File: src/rtl/mult_div_unit.sv
// Iterative shift-add multiplier / restoring divider that shares one datapath and feeds the CPU HI/LO pair.
// Sign handling works on magnitudes; the sign fixup is applied only when the results are registered in FINISH.
module mult_div_unit #(
    parameter int WIDTH = 32
) (
    input  logic             clock,
    input  logic             reset,
    input  logic             Start,
    input  logic             OpDiv,
    input  logic             SignedMode,
    input  logic [WIDTH-1:0] OpA,
    input  logic [WIDTH-1:0] OpB,
    output logic             Busy,
    output logic             Done,
    output logic             Div0,
    output logic [WIDTH-1:0] HIOut,
    output logic [WIDTH-1:0] LOOut
);

    localparam int CW = $clog2(WIDTH) + 1;

    typedef enum logic [1:0] {S_IDLE, S_CALC, S_FINISH} state_t;

    state_t           r_state;
    logic             r_op_div;
    logic             r_signed;
    logic             r_sign_a;
    logic             r_sign_b;
    logic [WIDTH-1:0] r_mag_a;
    logic [WIDTH-1:0] r_mag_b;
    logic [WIDTH:0]   r_hi;
    logic [WIDTH-1:0] r_lo;
    logic [CW-1:0]    r_cnt;
    logic             r_busy;
    logic             r_done;
    logic             r_div0;
    logic [WIDTH-1:0] r_hi_out;
    logic [WIDTH-1:0] r_lo_out;

    logic             w_a_neg;
    logic             w_b_neg;
    logic [WIDTH-1:0] w_in_mag_a;
    logic [WIDTH-1:0] w_in_mag_b;
    logic [WIDTH:0]   w_add;
    logic [WIDTH:0]   w_mul_hi;
    logic [WIDTH:0]   w_shift;
    logic [WIDTH+1:0] w_trial;
    logic [2*WIDTH-1:0] w_prod;
    logic [2*WIDTH-1:0] w_prod_fix;
    logic [WIDTH-1:0] w_quot;
    logic [WIDTH-1:0] w_rem;
    logic             w_div0;

    assign w_a_neg    = SignedMode & OpA[WIDTH-1];
    assign w_b_neg    = SignedMode & OpB[WIDTH-1];
    assign w_in_mag_a = w_a_neg ? -OpA : OpA;
    assign w_in_mag_b = w_b_neg ? -OpB : OpB;

    // Multiply: r_hi holds the upper half plus carry, r_lo the shrinking multiplier.
    assign w_add    = r_hi + {1'b0, r_mag_a};
    assign w_mul_hi = r_lo[0] ? w_add : r_hi;

    // Divide: r_hi is the partial remainder, r_lo shifts dividend out and quotient in.
    assign w_shift = {r_hi[WIDTH-1:0], r_lo[WIDTH-1]};
    assign w_trial = {1'b0, w_shift} - {2'b00, r_mag_b};

    assign w_prod     = {r_hi[WIDTH-1:0], r_lo};
    assign w_prod_fix = (r_signed & (r_sign_a ^ r_sign_b)) ? -w_prod : w_prod;
    assign w_quot     = (r_signed & (r_sign_a ^ r_sign_b)) ? -r_lo : r_lo;
    assign w_rem      = (r_signed & r_sign_a) ? -r_hi[WIDTH-1:0] : r_hi[WIDTH-1:0];
    assign w_div0     = r_op_div & (r_mag_b == '0);

    always_ff @(posedge clock or negedge reset) begin
        if (!reset) begin
            r_state  <= S_IDLE;
            r_op_div <= 1'b0;
            r_signed <= 1'b0;
            r_sign_a <= 1'b0;
            r_sign_b <= 1'b0;
            r_mag_a  <= '0;
            r_mag_b  <= '0;
            r_hi     <= '0;
            r_lo     <= '0;
            r_cnt    <= '0;
            r_busy   <= 1'b0;
            r_done   <= 1'b0;
            r_div0   <= 1'b0;
            r_hi_out <= '0;
            r_lo_out <= '0;
        end else begin
            r_done <= 1'b0;
            case (r_state)
                S_IDLE: begin
                    if (Start) begin
                        r_op_div <= OpDiv;
                        r_signed <= SignedMode;
                        r_sign_a <= w_a_neg;
                        r_sign_b <= w_b_neg;
                        r_mag_a  <= w_in_mag_a;
                        r_mag_b  <= w_in_mag_b;
                        r_cnt    <= '0;
                        r_div0   <= 1'b0;
                        r_busy   <= 1'b1;
                        r_hi     <= '0;
                        // Divide-by-zero keeps the raw dividend in r_lo for HIOut.
                        if (OpDiv && (OpB == '0)) begin
                            r_lo    <= OpA;
                            r_state <= S_FINISH;
                        end else begin
                            r_lo    <= OpDiv ? w_in_mag_a : w_in_mag_b;
                            r_state <= S_CALC;
                        end
                    end
                end
                S_CALC: begin
                    if (!r_op_div) begin
                        r_hi <= {1'b0, w_mul_hi[WIDTH:1]};
                        r_lo <= {w_mul_hi[0], r_lo[WIDTH-1:1]};
                    end else if (!w_trial[WIDTH+1]) begin
                        r_hi <= w_trial[WIDTH:0];
                        r_lo <= {r_lo[WIDTH-2:0], 1'b1};
                    end else begin
                        r_hi <= w_shift;
                        r_lo <= {r_lo[WIDTH-2:0], 1'b0};
                    end
                    r_cnt <= r_cnt + 1'b1;
                    if (r_cnt == CW'(WIDTH - 1)) begin
                        r_state <= S_FINISH;
                    end
                end
                S_FINISH: begin
                    r_done  <= 1'b1;
                    r_busy  <= 1'b0;
                    r_state <= S_IDLE;
                    if (w_div0) begin
                        r_div0   <= 1'b1;
                        r_hi_out <= r_lo;
                        r_lo_out <= '1;
                    end else if (r_op_div) begin
                        r_hi_out <= w_rem;
                        r_lo_out <= w_quot;
                    end else begin
                        r_hi_out <= w_prod_fix[2*WIDTH-1:WIDTH];
                        r_lo_out <= w_prod_fix[WIDTH-1:0];
                    end
                end
                default: r_state <= S_IDLE;
            endcase
        end
    end

    assign Busy  = r_busy;
    assign Done  = r_done;
    assign Div0  = r_div0;
    assign HIOut = r_hi_out;
    assign LOOut = r_lo_out;

endmodule

File: config.mk
export PLATFORM = sky130hd
export DESIGN_NAME = mult_div_unit
export DESIGN_NICKNAME = d
export VERILOG_FILES = /design/src/rtl/mult_div_unit.sv
export SDC_FILE = /design/constraint.sdc
export NUM_CORES = 1
export LEC_CHECK = 0
export CAP_MARGIN = 15
export CORE_MARGIN = 5
export CORE_UTILIZATION = 50
export DETAILED_ROUTE_END_ITERATION = 10
export PLACE_DENSITY = 0.73
export SLEW_MARGIN = 20
export SYNTH_ARGS = -nofsm -noshare
export SYNTH_HDL_FRONTEND = slang
export SYNTH_SLANG_ARGS = --single-unit
File: constraint.sdc
create_clock -name clock -period 2.92 [get_ports clock]
set_clock_uncertainty 0.2 [all_clocks]
set_input_delay 0.73 -clock clock [delete_from_list [all_inputs] [get_ports clock]]
set_output_delay 0.73 -clock clock [all_outputs]
set_load 0.005 [all_outputs]
* Yosys cells after proc, flatten, opt, wreduce, memory -nomap -nowiden
Index checks and enable logic that the tools add are counted.
Operators by class: bitwise operators 6, $add $sub $neg 8, mux-type cells 32, equality and inequality tests 6, reduce and logical (&&, ||, !) cells 11
Operators by type and width (count):
- $mux 32 | 12
- $mux 33 | 4
- $neg 32->32 | 4
- $pmux 33 s2 | 1
- $logic_not 32->1 | 2
- $mux 64 | 1
- $neg 64->64 | 1
- $pmux 32 s2 | 1
- $sub 33x32->34 | 1
- $add 33x32->33 | 1
- $pmux 6 s2 | 1
- $reduce_and 2->1 | 4
- $add 6x1->6 const B | 1
- $eq 6x5->1 const B | 1
- $mux 2 | 3
- $mux 6 | 1
- $ne 2x2->1 const B | 3
- $and 1x1->1 | 5
- $mux 1 | 5
- $pmux 1 s2 | 2
- $pmux 2 s2 | 1
- $reduce_bool 2->1 | 2
- $reduce_and 3->1 | 1
- $eq 2x1->1 const B | 1
- 4 further kinds | 4
Word-level totals: register bits after elaboration 208, output and inout port bits 67, word-level logic and storage cells 78

* Depth between registers and ports, before layout
depth after elaboration 6, gate-level depth with buffers 13, mapped depth without buffers 13

* Worst setup path before layout
OpenSTA, ideal clock, no wires.
path kind reg2reg, start point register r_hi[1], end point register r_hi[23], required time 2.594 ns, clock period less this slack 3.243 ns, cell stages (with the launch flop) 13, setup time 0.126 ns, slack -0.323 ns, arrival 2.917 ns, buffers on the path 1, cells stage by stage dfrtp_1 -> clkbuf_1 -> inv_1 -> fa_1 -> nor2b_1 -> o31a_1 -> o21ai_0 -> o21ai_0 -> nand3_1 -> and2_1 -> xnor2_1 -> mux2_2 -> a221o_1
Between the ends: cells in the longest elaborated chain, start to end 4, elaborated cells on any way between the ends 6, classes of those cells add/sub: 2; mux: 4
RTL lines:
- from (decl) | RTL line 31 | logic [WIDTH:0] r_hi;
- from (signal assigned) | RTL line 117 | r_hi <= {1'b0, w_mul_hi[WIDTH:1]};
- from (signal assigned) | RTL line 120 | r_hi <= w_trial[WIDTH:0];
- from (signal assigned) | RTL line 123 | r_hi <= w_shift;
- $add 33x32->33 / $sub 33x32->34 (equally long branches) | RTL line 60, 65
- $mux 33 (on tied branches) | RTL line 61, 119
- $mux 33 (*) | RTL line 116 | if (!r_op_div) begin
- $pmux 33 s2 (*) | RTL line 92 | case (r_state)
Every way passes the cells marked *; elsewhere a longest branch is shown, timed or not. A chain may end at the register's enable or synchronous reset.

* Worst setup path in the final report
start point register r_lo[31], end point register r_hi[30]
Between the ends: cells in the longest elaborated chain, start to end 4
RTL lines:
- from (decl) | RTL line 32 | logic [WIDTH-1:0] r_lo;
- from (signal assigned) | RTL line 107 | r_lo <= OpA;
- from (signal assigned) | RTL line 110 | r_lo <= OpDiv ? w_in_mag_a : w_in_mag_b;
- from (signal assigned) | RTL line 118 | r_lo <= {w_mul_hi[0], r_lo[WIDTH-1:1]};
- $sub 33x32->34 | RTL line 65 | assign w_trial = {1'b0, w_shift} - {2'b00, r_mag_b};
- $mux 33 | RTL line 119 | end else if (!w_trial[WIDTH+1]) begin
- $mux 33 | RTL line 116
- $pmux 33 s2 | RTL line 92
No other way between the ends.

==> metrics.log <==
[metrics] RSZ-0062 raised after global routing: yes
[metrics] number of instances in the placed design: 3142
[metrics] number of top-level pins: 136
[metrics] diode insertion count for antenna repair: 0
[metrics] TritonCTS buffer count: 26
[metrics] antenna violations before repair: 0
[metrics] Vias: 20250
[metrics] Post-Synthesis Net Count: 2320
[metrics] most common cell after layout, fill and taps aside: sky130_fd_sc_hd__buf_4
[metrics] switching power summed over all nets: 16.80 mW
[metrics] sinks on the clock net: 208
[metrics] TritonCTS clock tree: yes
[metrics] wire length of the first global-routing pass: 114300 µm
[metrics] failing checks: negative setup slack
[metrics] combinational share of power: 0.752
[metrics] GRT Resource Usage Total: 0.3851
[metrics] number of global-route vias before repair: 19570
[metrics] drt total wl: 78780 µm
[metrics] starting utilization of the core area: 0.5070
[metrics] most frequent cells in the layout: 538 x sky130_fd_sc_hd__buf_4, 238 x sky130_fd_sc_hd__nand2_1, 192 x sky130_fd_sc_hd__dfrtp_1, 179 x sky130_fd_sc_hd__nor2_1, 165 x sky130_fd_sc_hd__a21oi_1
[metrics] number of failing hold endpoints at the final stage: 0
[metrics] count of yosys warnings during synthesis: 0
[metrics] sequential share of the synthesized area: 0.3054
[metrics] share of final-layout standard cells stronger than drive strength 1: 0.3453
[metrics] Distinct cells, synth: 84
[metrics] final critical-path setup slack: -0.3233 ns
[metrics] synthesized cell area: 0.01704 mm²
[metrics] proportion of register bits with asynchronous set or reset after synthesis: 1.000
[metrics] run status: finished, violations left
[metrics] clock period minus worst slack: 3.243 ns
[metrics] per-instance average area after synthesis: 7.818 µm²
[metrics] Die Footprint: 0.03788 mm²
[metrics] PnR Total Power: 36.25 mW
[metrics] clock-pin transition on the worst setup and hold timing paths: 0.07 ns
[metrics] die height: 194.6 µm
[metrics] Layout fillers: 2403
[metrics] floorplan die width: 194.6 µm
[metrics] gp weighted congestion: 1.036
[metrics] worst reg2reg path startpoint: r_lo[31]$_DFFE_PN0P_
[metrics] reg-to-reg endpoint: r_hi[30]$_DFFE_PN0P_
[metrics] number of violations reported at the end of detailed-routing iteration 0: 2071
[metrics] Max-Slew Margin vs Limit: 0.3544
[metrics] depth of the CTS H-tree: 1
[metrics] Yosys top cell by area: sky130_fd_sc_hd__dfrtp_1
[metrics] Leakage Power: 11.43 nW
[metrics] Crit Path Category: reg2reg
[metrics] pwr dens: 1388 mW/mm²
[metrics] maximum root-to-sink buffer count: 3
[metrics] clock latency reported for the late side of the worst-skew pair: 0.56 ns
[metrics] WL per Instance: 24.12 µm
[metrics] maximum vdd ir drop: 1.369 mV
[metrics] required time worst endpoint: 3.18 ns
[metrics] Layout area overhead: 53.19%
[metrics] Vias per Instance: 6.201
[metrics] area of the core region: 0.03362 mm²
[metrics] final routed DRC violation total: 0
[metrics] Register-to-Register Setup Slack: -0.32 ns
[metrics] share of total power in sequential cells: 0.154
[metrics] Sw Ratio: 0.4633
[metrics] first drt pass iteration count: 7
[metrics] Total Nets Final: 2940
[metrics] Top FF cell, synth: sky130_fd_sc_hd__dfrtp_1
[metrics] min-delay worst type: reg2reg
[metrics] endpoint of the worst hold-timing path: HIOut[0]$_DFFE_PN0P_
[metrics] Synth Instances: 2180
[metrics] leading post-synthesis cells by cell area: sky130_fd_sc_hd__dfrtp_1 31%, sky130_fd_sc_hd__o21ai_0 6.3%, sky130_fd_sc_hd__a21oi_1 5.8%
[metrics] max-cap check violation count: 0
[metrics] Seq cells post-synth: 208
[metrics] Setup-failing EPs final: 49
[metrics] clock root cell: sky130_fd_sc_hd__clkbuf_16
[metrics] Routed Antenna Nets: 0
[metrics] capturing element type of the critical path: flop
[metrics] actual transition at the worst max-transition pin: 0.9684 ns
[metrics] number of cells traversed by the worst hold path: 2
[metrics] worst reg2reg path depth: 14
[metrics] post-layout instance count excluding filler cells: 3266
[metrics] achievable frequency: 0.3083 GHz
[metrics] number of enable-type register cells in the synthesized netlist: 0
[metrics] Worst Setup Start Kind: flop
[metrics] Worst Path Arrival: 3.51 ns
[metrics] Std-Cell Rows: 67
[metrics] largest net degree at the start of global routing: 60
[metrics] total congestion overflow: 0
[metrics] max-slew violation count: 0
[metrics] startpoint of the tightest hold check path: HIOut[0]$_DFFE_PN0P_
[metrics] Yosys top cell area share: 0.3054
[metrics] clock network power share: 0.095
[metrics] total internal power: 19.45 mW
[metrics] peak fanout along the critical path: 3
[metrics] port bufs: 135
[metrics] total half-perimeter wirelength after legalization and detailed placement: 58250 µm
[metrics] final worst-path cycle share: 1.111
## cell type report
cell class	count	area (µm²)	share of cell area
multi-input combinational	1744	12700	0.4864
clock buffer	33	748.2	0.02866
sequential	208	5228	0.2002
inverter	75	289.0	0.01107
timing repair buffer	745	6426	0.2461
clock inverter	13	157.7	0.006039
tap	448	560.5	0.02147
## cells in the mapped netlist, drive strengths merged (53+ instances only)
cell type / count
nor2: 195
mux2i: 62
a21oi: 198
ha: 69
xor2: 86
nor3: 53
nand2: 261
clkbuf: 136
o21ai: 225
dfrtp: 208
inv: 73
xnor2: 109
## power groups by stage
stage                     registers, mW  clock network [mW]  logic (mW)
after floorplan                    5.23                   0        12.0
after global placement             5.41                   0        21.4
after detailed placement           5.46                   0        21.8
after CTS                          5.47                3.44        24.4
after global routing               5.65                3.55        28.8
final                              5.57                3.43        27.2
## worst max path at each step
stage / startpoint / endpoint / slack (ns) / cells after the start
finish: r_lo[31]$_DFFE_PN0P_ / r_hi[30]$_DFFE_PN0P_ / -0.32 / 14
global route: r_lo[31]$_DFFE_PN0P_ / r_hi[30]$_DFFE_PN0P_ / -0.42 / 14
CTS: r_lo[31]$_DFFE_PN0P_ / r_hi[30]$_DFFE_PN0P_ / -0.29 / 14
detailed placement: OpB[10] / r_lo[29]$_DFFE_PN0P_ / -0.83 / 9
global placement: OpB[26] / r_lo[15]$_DFFE_PN0P_ / -0.82 / 9
floorplan: OpB[26] / r_lo[27]$_DFFE_PN0P_ / -0.28 / 9
## flip-flops by register name (all words and copies together), names as in the netlist
signal    flops
r_op_div      1
r_cnt         6
LOOut        32
r_mag_b      32
r_sign_b      1
r_state       2
r_signed      1
HIOut        32
r_lo         32
r_mag_a      32
Div0          1
r_hi         33
Done          1
Busy          1
r_sign_a      1
## cells by family (layout without fill, tap and decap cells)
family | after synthesis | in the layout | synth area share
simple gates | 721 | 721 | 0.1985
compound gates | 688 | 688 | 0.2495
buf+inv | 228 | 866 | 0.05227
flops | 208 | 208 | 0.3054
xor+xnor | 195 | 195 | 0.1002
fa+ha+maj | 71 | 71 | 0.05301
mux | 69 | 69 | 0.04104
## critical path, cell delays in order (launching register included)
cell	delay [ns]
sky130_fd_sc_hd__dfrtp_1	0.40
sky130_fd_sc_hd__inv_2	0.08
sky130_fd_sc_hd__ha_4	0.17
sky130_fd_sc_hd__inv_2	0.04
sky130_fd_sc_hd__fa_2	0.37
sky130_fd_sc_hd__a211oi_4	0.30
sky130_fd_sc_hd__nor3_4	0.09
sky130_fd_sc_hd__o21ai_2	0.23
sky130_fd_sc_hd__buf_6	0.14
sky130_fd_sc_hd__a31oi_4	0.10
sky130_fd_sc_hd__a211oi_4	0.36
sky130_fd_sc_hd__o31ai_2	0.10
sky130_fd_sc_hd__xnor2_1	0.13
sky130_fd_sc_hd__o211a_1	0.22
sky130_fd_sc_hd__o31ai_1	0.23
## stage by stage
stage               hold WS [ns]  utilization  cell area (µm²)  setup slack, ns  TNS, ns
floorplan                 0.2344            -            17120          -0.2827   -5.020
global placement          0.2534       0.6733            22630          -0.8208   -45.86
detailed placement        0.2687       0.6733            22630          -0.8274   -50.41
CTS                       0.2822       0.7347            24700          -0.2926   -3.218
global route              0.2933       0.7766            26110          -0.4172   -9.528
finish                    0.2770       0.7766            26110          -0.3233   -5.316
## per-layer routing
layer / track usage / up-vias / part of all wire
met3: 0.08154 / 313 / 0.10
li1: - / 9060 / -
met5: 0 / - / 0
met4: 0.2654 / 0 / 0.079
met2: 0.6013 / 1303 / 0.45
met1: 0.4772 / 9577 / 0.37
## timing repair
action | 4_1_cts | 5_1_grt
hold buffers | 1 | 0
pin swaps | 110 | 163
setup endpoints to repair | 82 | 112
resized for setup | 209 | 272
gates cloned | 6 | 0
hold endpoints to repair | 15 | 0
setup buffers | 23 | 62
Note: power is estimated with default switching activity, not from simulation.
